--- src/rtl/chacha_qr_serdes.sv ---
// rtl/chacha_qr_serdes.sv - byte-serial load/unload front end around the ChaCha quarter-round core
module chacha_qr_serdes #(
  parameter int ROUNDS = 1
) (
  input  logic         clk,
  input  logic         rst_n,
  input  logic         ena,
  input  logic [7:0]   in_byte,
  input  logic         in_valid,
  input  logic         go,
  input  logic         out_ready,
  output logic [7:0]   out_byte,
  output logic         out_valid,
  output logic         busy,
  output logic [127:0] qr_in,
  output logic         qr_start,
  input  logic         qr_done,
  input  logic [127:0] qr_out
);

  localparam logic [7:0] ROUNDS_L = ROUNDS[7:0];

  typedef enum logic [2:0] {
    S_LOAD,
    S_FULL,
    S_RUN,
    S_WAIT,
    S_UNLOAD
  } state_t;

  state_t       state_q;
  state_t       state_d;
  logic [127:0] data_q;
  logic [3:0]   byte_cnt;
  logic [7:0]   round_cnt;

  logic load_en;
  logic go_en;
  logic done_en;
  logic pop_en;

  // Next-state decode; each strobe is only honoured in the one state that uses it.
  always_comb begin
    state_d = state_q;
    load_en = 1'b0;
    go_en   = 1'b0;
    done_en = 1'b0;
    pop_en  = 1'b0;
    case (state_q)
      S_LOAD: begin
        if (in_valid) begin
          load_en = 1'b1;
          if (byte_cnt == 4'd15) state_d = S_FULL;
        end
      end
      S_FULL: begin
        if (go) begin
          go_en   = 1'b1;
          state_d = S_RUN;
        end
      end
      S_RUN: begin
        state_d = S_WAIT;
      end
      S_WAIT: begin
        if (qr_done) begin
          done_en = 1'b1;
          state_d = (round_cnt == 8'd1) ? S_UNLOAD : S_RUN;
        end
      end
      S_UNLOAD: begin
        if (out_ready) begin
          pop_en = 1'b1;
          if (byte_cnt == 4'd15) state_d = S_LOAD;
        end
      end
      default: begin
        state_d = S_LOAD;
      end
    endcase
  end

  // State register; ena low freezes the whole block.
  always_ff @(posedge clk or negedge rst_n) begin
    if (!rst_n) begin
      state_q <= S_LOAD;
    end else if (ena) begin
      state_q <= state_d;
    end
  end

  // Buffer and counters: byte writes in LOAD, whole-block overwrite on each core result.
  always_ff @(posedge clk or negedge rst_n) begin
    if (!rst_n) begin
      data_q    <= '0;
      byte_cnt  <= 4'd0;
      round_cnt <= 8'd0;
    end else if (ena) begin
      if (load_en) begin
        data_q[{byte_cnt, 3'b000} +: 8] <= in_byte;
      end
      if (load_en || pop_en) begin
        byte_cnt <= byte_cnt + 4'd1;
      end
      if (go_en) begin
        round_cnt <= ROUNDS_L;
      end
      if (done_en) begin
        data_q    <= qr_out;
        round_cnt <= round_cnt - 8'd1;
        byte_cnt  <= 4'd0;
      end
    end
  end

  // Outputs decode registered state only, so out_ready never reaches out_byte/out_valid.
  always_comb begin
    out_valid = (state_q == S_UNLOAD);
    busy      = (state_q == S_RUN) || (state_q == S_WAIT);
    qr_start  = (state_q == S_RUN) && ena;
    qr_in     = data_q;
    out_byte  = out_valid ? data_q[{byte_cnt, 3'b000} +: 8] : 8'h00;
  end

endmodule

--- config.mk ---
export PLATFORM = sky130hd
export DESIGN_NAME = chacha_qr_serdes
export DESIGN_NICKNAME = d
export VERILOG_FILES = /design/src/rtl/chacha_qr_serdes.sv
export SDC_FILE = /design/constraint.sdc
export NUM_CORES = 1
export LEC_CHECK = 0
export CORE_AREA = 2 2 176 178
export CTS_CLUSTER_DIAMETER = 30
export CTS_CLUSTER_SIZE = 28
export DETAILED_ROUTE_END_ITERATION = 12
export DIE_AREA = 0 0 178 180
export HOLD_SLACK_MARGIN = 0.03
export PLACE_DENSITY = 0.51
export SYNTH_ARGS = -nofsm -noshare
export SYNTH_HDL_FRONTEND = slang
export SYNTH_SLANG_ARGS = --single-unit
--- constraint.sdc ---
create_clock -name clk -period 2.7 [get_ports clk]
set_clock_uncertainty 0.2 [all_clocks]
set_input_delay 0.54 -clock clk [delete_from_list [all_inputs] [get_ports clk]]
set_output_delay 0.54 -clock clk [all_outputs]
set_load 0.005 [all_outputs]
==> reports/qor.csv <==
metric,value,unit
endpoint_kind,output port,
antenna_found_initial,0,
peakVddDrop,0.000559,V
chipHeight,180,um
drt_iter0_drc,887,
p_leak,5.34,nW
rsz0062_at_grt,yes,
slew_headroom,0.638,
syn_area,0.00830,mm^2
ys_types,65,
multiInputGateArea,0.00470,mm^2
crit_slowest_cell,mux4_2,
final_cell_mix,"clkdlybuf4s50_1 (272), dfrtp_1 (141), nor2_1 (93)",
track_usage,0.234,
critPathMaxFanout,5,
crit_type,flip-flop to output port,
diodes,0,
failed_checks,negative setup slack,
clockBufferDepth,2,
crit_arrival,2240,ps
numCtsBuffers,17,
crit_path_start_kind,flip-flop,
std_cell_rows,64,
synth_top_flop_cell,dfrtp_1,
power_density,1030,mW/mm^2
cp_cell_sequence,buf_6 > buf_16 > mux4_2 > mux2i_1 > buf_4 > o22ai_4 > buf_2,
setup_viol,11,
highest_layer,met4,
hold_class,flip-flop to flip-flop,
power.internal,8.61,mW
wl_met1,16600,um
clkSinkCount,143,
cp_slowest_stage_delay,530,ps
wirelength,38200,um
nFillCells,2853,
wl_met2,17400,um
share_comb_of_total_power,0.536,
pin_count,282,
tightest_slew,543,ps
min_period,2980,ps
layout-drive-gt1-share,0.249,
first_pass_iters,6,
wl_met3,3120,um
grt-ovfl-total,0,
synth-seq-area-share,0.431,
grt_pass1_vias,8396,
finalCritPeriodShare,1.11,
hold_viol,0,
clk_pin_slew,60,ps
dr_total_vias,8462,
syn_inst,785,
initial_utilization,0.275,
p_sw_frac,0.380,
dp_slack,-205,ps
ctsHtreeMaxLevel,4,
seq_area,0.00358,mm^2
cts-root-buf,clkbuf_16,
via_per_inst,5.50,
core_area,0.0302,mm^2
timing.setup.tns,-1970,ps
layout_setup_ws,-284,ps
ys_seq_elements,143,
grt_max_degree,50,
route.detailed.drc,0,
seq_power_share,0.281,
area_delta_synth_final,61.6,%
wl_per_cell,24.8,um
power_frac_clock,0.183,
port_buffers,281,
power.total,13.9,mW
finalMaxSlewViolations,0,
max_clock_freq,0.335,GHz
syn_nets,934,
yosys_warnings,0,
synth-edff-count,0,
synth_area_per_cell,10.6,um^2
cap_violations,0,
die_w,178,um
fin_nets,1278,
net-switching-power,5.27,mW
place_congestion,0.851,
grt_pass1_wl,54900,um
status,"complete, but fails checks",
die-area,0.0320,mm^2
clk-insertion-delay-late,430,ps
cts_tree,done,
final_common_cell,clkdlybuf4s50_1,
antenna_left,0,
postSynth.asyncResetShare,1.00,
place.detailed.hpwl,28300,um
crit_required,1960,ps
cells in the mapped netlist, types with 4 or more instances:
cell type  instances  share of area
nand2_1           25          0.011
nor2b_1            8         0.0060
nand3_1            4         0.0024
dfrtp_1          143           0.43
clkbuf_1          24          0.011
buf_2             34          0.020
and2_1             9         0.0068
inv_1              6         0.0027
a32oi_1           25          0.026
mux4_2            32          0.087
ha_1               6         0.0090
buf_1              5         0.0023
o22ai_1           32          0.024
a22oi_1           40          0.036
nor2_1            95          0.043
a31oi_1           18          0.014
nor3b_1            4         0.0036
a22o_1            25          0.026
and3_1             4         0.0030
o21a_1             9         0.0081
mux2i_1           17          0.020
a32o_1            17          0.020
o21ai_0           20          0.012
a21oi_1           75          0.045
buf_4              5         0.0045
mux2_2            42          0.057
per-layer routing:
layer,track usage,vias to the layer above
met4,0.0826,0
met2,0.363,442
met1,0.317,4238
met3,0.0565,56
met5,0,-
li1,-,3726
critical path, delay by kind of cell (launching register included):
| family | cells | cell delay, ps |
|---|---|---|
| AO/OA/AOI/OAI | 1 | 70 |
| buffers and inverters | 4 | 580 |
| flip-flops | 1 | 460 |
| multiplexers | 2 | 710 |
cell families after synthesis:
logic type      Yosys count  share of synthesized area
compound gates          280                      0.232
simple gates            183                      0.114
flops                   143                      0.431
mux                      91                      0.164
buf+inv                  77                     0.0449
fa+ha+maj                 6                    0.00904
xor+xnor                  5                    0.00527
final cells by class:
class	count	share of cell area
tap	396	0.0369
timing repair buffer	396	0.299
clock inverter	14	0.0136
inverter	6	0.00168
multi-input combinational	565	0.350
clock buffer	18	0.0320
sequential	143	0.267
per-stage QoR:
step	hold WS [ps]	utilization	cell area [um^2]	cells
finish	271	0.444	13400	1538
global route	322	0.444	13400	1538
global placement	259	0.408	12300	1491
CTS	272	0.438	13200	1533
detailed placement	263	0.408	12300	1491
floorplan	44.4	-	8330	785
repair_timing:
item                                   in CTS  in global routing
endpoints found under the hold margin      46                  0
resized for setup                          66                 42
setup endpoints to repair                  32                106
hold buffers                                1                  0
pin swaps                                   4                 22
gates cloned                                3                  0
setup buffers                               6                  8
sequential cells by signal (all words and copies together), names as in the netlist:
| signal | count |
|---|---|
| round_cnt | 8 |
| byte_cnt | 4 |
| state_q | 3 |
| qr_in | 128 |
power groups by stage:
stage          Combinational, mW  Clock [mW]  Sequential [mW]
5_1_grt                     7.92        2.65             4.00
3_5_place_dp                6.68           0             3.91
2_1_floorplan               3.13           0             3.62
6_report                    7.44        2.54             3.90
3_3_place_gp                6.64           0             3.92
4_1_cts                     7.20        2.57             3.90
worst paths after layout:
| path | startpoint | end | slack, ps | cells after the start |
|---|---|---|---|---|
| min | round_cnt[6]$_DFFE_PN0P_ | round_cnt[6]$_DFFE_PN0P_ | 270 | 1 |
| max in group asynchronous | rst_n | qr_in[125]$_DFFE_PN0P_ | 1220 | 3 |
| min reg2reg | round_cnt[6]$_DFFE_PN0P_ | round_cnt[6]$_DFFE_PN0P_ | 270 | 1 |
| min in group asynchronous | rst_n | qr_in[35]$_DFFE_PN0P_ | 430 | 2 |
| max | byte_cnt[0]$_DFFE_PN0P_ | out_byte[6] | -280 | 7 |
| max reg2reg | byte_cnt[0]$_DFFE_PN0P_ | qr_in[29]$_DFFE_PN0P_ | -10 | 8 |
Note: power is estimated with default switching activity, not from simulation.
==> RTL edit 1 (config.mk and constraints unchanged) <==
Make the reset (`rst_n`) synchronous in 2 clocked blocks.
--- a/src/rtl/chacha_qr_serdes.sv
+++ b/src/rtl/chacha_qr_serdes.sv
@@ -81,7 +81,7 @@
   end
 
   // State register; ena low freezes the whole block.
-  always_ff @(posedge clk or negedge rst_n) begin
+  always_ff @(posedge clk) begin
     if (!rst_n) begin
       state_q <= S_LOAD;
     end else if (ena) begin
@@ -90,7 +90,7 @@
   end
 
   // Buffer and counters: byte writes in LOAD, whole-block overwrite on each core result.
-  always_ff @(posedge clk or negedge rst_n) begin
+  always_ff @(posedge clk) begin
     if (!rst_n) begin
       data_q    <= '0;
       byte_cnt  <= 4'd0;
Check against the original RTL: differs if rst_n is asserted again (counterexample within 4 cycles, from zero or initial values and one cycle with rst_n low); with rst_n held inactive, the same outputs for 4 cycles.
==> RTL edit 1 against the original RTL <==
  * The flow still finishes with violations (negative setup slack)
  * Area after synthesis fell by 3.6%
  * Sequential cell count stayed put
  * Hold slack gained 0.034 ns
  * Wire length grew 3.6%
  * Design area fell by 3.6%
  * Critical endpoint unchanged
  * Die area is the same
  * Setup slack improved by 0.082 ns
  * Largest cell class unchanged
  * Core utilization down 1.6 points
Power is not compared: it rests on default switching activity, and its combinational part moved more than twofold at a synthesized area within 25%.
==> RTL edit 1: results (changes against the original RTL) <==
| Metric | Value |
|---|---|
| GR Util met3 | `0.04357 (-0.01290)` |
| M1 WL | `16.74 mm (+1.0%)` |
| Place WS | `-0.1098 ns (+0.09503 ns)` |
| NumNets Final | `1349 (+5.6%)` |
| LEAKAGE | `4.231 nW` |
| GRT Util Overall | `0.2405 (+0.006611)` |
| Status | `finished with violations` |
| Total CTS buffers | `17 (unchanged)` |
| Worst Hold Class | `flop to flop` |
| Post-synth ARST share | `0 (-1.000)` |
| Share of layout cells above drive strength 1 | `0.2209 (-0.02775)` |
| Vias | `9039 (+6.8%)` |
| DR iter-0 viols | `846 (-4.6%)` |
| Family with the most delay on the worst path | `multiplexers` |
| Max Buffers Root-to-Sink | `2 (unchanged)` |
| Port Buffers | `281 (unchanged)` |
| Root buf cell | `clkbuf_16` |
| Yosys warning count | `0 (unchanged)` |
| Post-synth top flop | `dfxtp_1` |
| Synth top area cells | `dfxtp_1 (36%), mux4_2 (9.0%), a211oi_1 (6.6%)` |
| DR top layer | `met4` |
| Distinct cells, synth | `69 (+6.2%)` |
| Max incr delay on CP | `0.56 ns (+0.03 ns)` |
| Failing checks | `negative setup slack` |
| Setup WS post-layout | `-0.2022 ns (+0.08185 ns)` |
| Metal3 WL | `2.917 mm (-6.5%)` |
| Routed WL per cell | `24.57 microns (-1.1%)` |
| Clock latency on the worst-skew pair | `0.44 ns` |
| M2 GR Usage | `0.3878 (+0.02481)` |
| Sequential area share after synthesis | `0.3577 (-0.07325)` |
| Clock-pin slew of the registers on the worst-case setup and hold paths | `0.07 ns` |
| Syn Nets | `997 (+6.7%)` |
| Max-capacitance violation count | `0 (unchanged)` |
| Worst vdd ir | `0.0004070 V` |
| Critical-path maximum fanout | `6 (+1)` |
| Crit path arrival time | `2.16 ns (-0.08 ns)` |
| GPL Wtd Cong | `0.8948 (+5.1%)` |
| Largest net degree at the start of global routing | `67 (+34%)` |
| Worst-Margin Slew | `0.6740 ns (+0.1307 ns)` |
| First-pass GRT wire length | `57.10 mm (+3.9%)` |
| DPL Wire Length | `29.88 mm (+5.5%)` |
| Met1 global-route usage | `0.3212 (+0.004446)` |
| Commonest cells in the synthesized netlist | `dfxtp_1 (143), nor2_1 (82), a211oi_1 (70), a21oi_1 (64), a22oi_1 (64)` |
| Wire length on met2 | `18.75 mm (+7.7%)` |
| Max reg flops | `128 (unchanged)` |
| H-tree depth | `4 (unchanged)` |
| 1st-pass router iterations | `6 (unchanged)` |
| Slowest stage cell, crit path | `mux4_2` |
| Vias in the first global route | `8642 (+2.9%)` |
| Final setup violation count | `8 (-3)` |
| Initial antenna violation count | `1 (+1)` |
## RTL edit 1: cell count changes after synthesis, sizes merged, moves of 12 or more
cell | unedited run | this run
a221oi | 0 | 24
a22o | 25 | 0
dfxtp | 0 | 143
a22oi | 40 | 64
nand3 | 4 | 18
o221ai | 0 | 12
a21oi | 79 | 64
a31oi | 18 | 3
o21a | 10 | 30
o22ai | 32 | 8
a211oi | 0 | 74
mux2 | 42 | 1
a32o | 17 | 0
dfrtp | 143 | 0
## RTL edit 1: metrics by stage
step	total power, W	instance area, sq um	TNS [ns]	instances	hold WS, ns
3_3_place_gp	0.002876	11930	-1.240	1557	0.2845
5_1_grt	0.005687	12930	-2.207	1610	0.3372
6_report	0.005546	12930	-1.356	1610	0.3051
3_5_place_dp	0.002873	11930	-1.480	1557	0.2840
4_1_cts	0.005549	12860	-1.935	1604	0.3047
2_1_floorplan	0.002417	8030	0	848	0.2704
## RTL edit 1: path summary, 6_finish.rpt
kind	start	to	slack (ns)	depth (start not counted)
worst min-delay path	qr_in[64]$_SDFFE_PN0P_	qr_in[64]$_SDFFE_PN0P_	0.31	2
worst max register to register	byte_cnt[0]$_SDFFE_PN0P_	qr_in[68]$_SDFFE_PN0P_	0.02	10
worst max-delay path	byte_cnt[0]$_SDFFE_PN0P_	out_byte[6]	-0.20	6
worst min register to register	qr_in[64]$_SDFFE_PN0P_	qr_in[64]$_SDFFE_PN0P_	0.31	2
## RTL edit 1: layout make-up
type,instances,area [sq um]
antenna,1,2.502
clock buffer,18,439.2
clock inverter,14,202.7
fill,2940,17260
inverter,8,31.28
multi-input combinational,622,4947
sequential,143,2868
tap,396,495.5
timing repair buffer,408,3943
## RTL edit 1: cell families (layout without fill, tap and decap cells)
| logic type | after synthesis | count (layout) | synth area share |
|---|---|---|---|
| mux | 52 | 52 | 0.1152 |
| other cells | 0 | 1 | 0 |
| xor+xnor | 9 | 9 | 0.009849 |
| simple gates | 210 | 210 | 0.1377 |
| compound gates | 344 | 345 | 0.3211 |
| flops | 143 | 143 | 0.3577 |
| fa+ha+maj | 6 | 6 | 0.009379 |
| buf+inv | 84 | 448 | 0.04909 |
## RTL edit 1: where the power goes
part | internal [W] | total (W) | leakage, nW | switching [W]
Sequential | 0.00212 | 0.00214 | 1.15 | 0.0000147
Combinational | 0.000410 | 0.000764 | 2.76 | 0.000353
Clock | 0.00159 | 0.00265 | 0.312 | 0.00106
Total | 0.00412 | 0.00555 | 4.23 | 0.00142
## RTL edit 1: worst min-delay path, delay by kind of cell, from the launching register on
| family | cells | cell delay [ns] |
|---|---|---|
| flops | 1 | 0.32 |
| compound gates | 2 | 0.13 |
## RTL edit 1: timing repair
action	CTS	global route
gates resized for setup	67	19
setup endpoints to repair	24	109
pin swaps	8	3
setup buffers	13	7
gates cloned	2	1
hold buffers	0	0
==> RTL edit 2 (config.mk and constraints unchanged) <==
Made on the original files. Re-encode `state_t` (5 states) as one-hot, 5 bits wide.
--- a/src/rtl/chacha_qr_serdes.sv
+++ b/src/rtl/chacha_qr_serdes.sv
@@ -20,12 +20,12 @@
 
   localparam logic [7:0] ROUNDS_L = ROUNDS[7:0];
 
-  typedef enum logic [2:0] {
-    S_LOAD,
-    S_FULL,
-    S_RUN,
-    S_WAIT,
-    S_UNLOAD
+  typedef enum logic [4:0] {
+    S_LOAD   = 5'b00001,
+    S_FULL   = 5'b00010,
+    S_RUN    = 5'b00100,
+    S_WAIT   = 5'b01000,
+    S_UNLOAD = 5'b10000
   } state_t;
 
   state_t       state_q;
Function: no difference found for any inputs over 4 cycles, from zero or initial values and one cycle with rst_n low; so few cycles prove little.
==> RTL edit 2 against the original RTL <==
  * The run still ends with negative setup slack left
  * Setup slack worse by 0.25 ns
  * Design area up 14%
  * Sequential cell count up 2
  * Via count up 6.7%
  * Wire length up 13%
  * Power down 23%
  * Die area unchanged
  * Largest power group unchanged
  * Area after synthesis up 3.8%
  * Clock power down 2%
  * Sequential share of layout area down 3.0 points
==> RTL edit 2: results (changes against the original RTL) <==
| Metric | Value |
|---|---|
| Status | `finished with violations` |
| Failing checks | `negative setup slack` |
| Sequential area share after synthesis | `0.4211 (-0.009811)` |
| Syn Nets | `908 (-2.8%)` |
| Place WS | `-0.3557 ns (-0.1509 ns)` |
| Area taken by multi-input logic gates | `5371 sq um (+14%)` |
| Internal | `0.006714 W (-22%)` |
| CTS sink count | `145 (+1.4%)` |
| Worst hold path cell count | `2 (+1)` |
| Repair and plain buffers | `534 (+35%)` |
| M2 GR Usage | `0.4340 (+0.07101)` |
| #MultiIn Comb | `551 (-2.5%)` |
| Nonclk inv count | `9 (+3)` |
| Metal3 WL | `2.647 mm (-15%)` |
| Clk tree area frac | `0.03873 (-0.006864)` |
| Vias in the first global route | `9046 (+7.7%)` |
| Cells after Synth | `758 (-3.4%)` |
| 1st-pass router iterations | `5 (-1)` |
| Worst vdd ir | `0.0004550 V (-19%)` |
| NumNets Final | `1408 (+10%)` |
| Fin cells | `1669 (+8.5%)` |
| GRT Util Overall | `0.2615 (+0.02762)` |
| Synth top area cells | `dfrtp_1 (42%), mux2_2 (13%), mux4_2 (10%)` |
| Fraction of area in multi-input gates | `0.3501 (about the same)` |
| Final wirelength | `43.21 mm (+13%)` |
| Sw Share | `0.3687 (-0.01103)` |
| Drt via density | `5.409 (-1.7%)` |
| M1 WL | `17.98 mm (+8.6%)` |
| Share of layout cells above drive strength 1 | `0.4162 (+0.1675)` |
| Setup WS post-layout | `-0.5318 ns (-0.2478 ns)` |
| Max incr delay on CP | `0.55 ns (+0.02 ns)` |
| Reg area | `3635 sq um (+1.5%)` |
| Fin Setup TNS | `-10.07 ns (-8.099 ns)` |
| DPL Wire Length | `31.74 mm (+12%)` |
| Final setup violation count | `91 (+80)` |
| Slack of the worst reg-to-reg path | `-0.22 ns (-0.21 ns)` |
| Buffer share of cell area | `0.3387 (+0.03999)` |
| Antenna Cells | `2 (+2)` |
| Largest net degree at the start of global routing | `56 (+12%)` |
| Reg2reg end | `qr_in[112]$_DFFE_PN0P_` |
| Wire length on met2 | `21.13 mm (+21%)` |
| Cell count after placement | `1607 (+7.8%)` |
| Critical Path Sink | `out_byte[4]` |
| Met1 global-route usage | `0.3468 (+0.03006)` |
| R2R cell count | `11 (+3)` |
| LEAKAGE | `6.667 nW (+25%)` |
==> RTL edit 2: cell types whose count changed in the layout (fill, tap and decap cells not counted), moves of 9 or more <==
cell	change
o21ai_0	+30
buf_4	+115
mux2_4	+49
o22ai_1	-23
a31oi_1	-9
mux2_2	+15
a21oi_1	-63
nand2_1	+51
a22oi_1	-26
a32oi_1	-25
buf_6	+29
a32o_1	+15
nor2_1	-76
==> RTL edit 2: kinds of logic (layout without fill, tap and decap cells) <==
family / after synthesis / in the layout / synth area share
flops: 145 / 145 / 0.4211
compound gates: 203 / 204 / 0.1788
other cells: 0 / 2 / 0
mux: 146 / 146 / 0.2430
xor+xnor: 9 / 9 / 0.009146
fa+ha+maj: 7 / 7 / 0.01016
simple gates: 185 / 185 / 0.1061
buf+inv: 63 / 575 / 0.03164
==> RTL edit 2: repair_timing <==
item,in CTS,in global routing
setup endpoints to repair,85,133
pin swaps,11,52
gates resized for setup,111,116
hold buffers,1,0
setup buffers,15,12
gates cloned,1,3
endpoints found under the hold margin,39,0
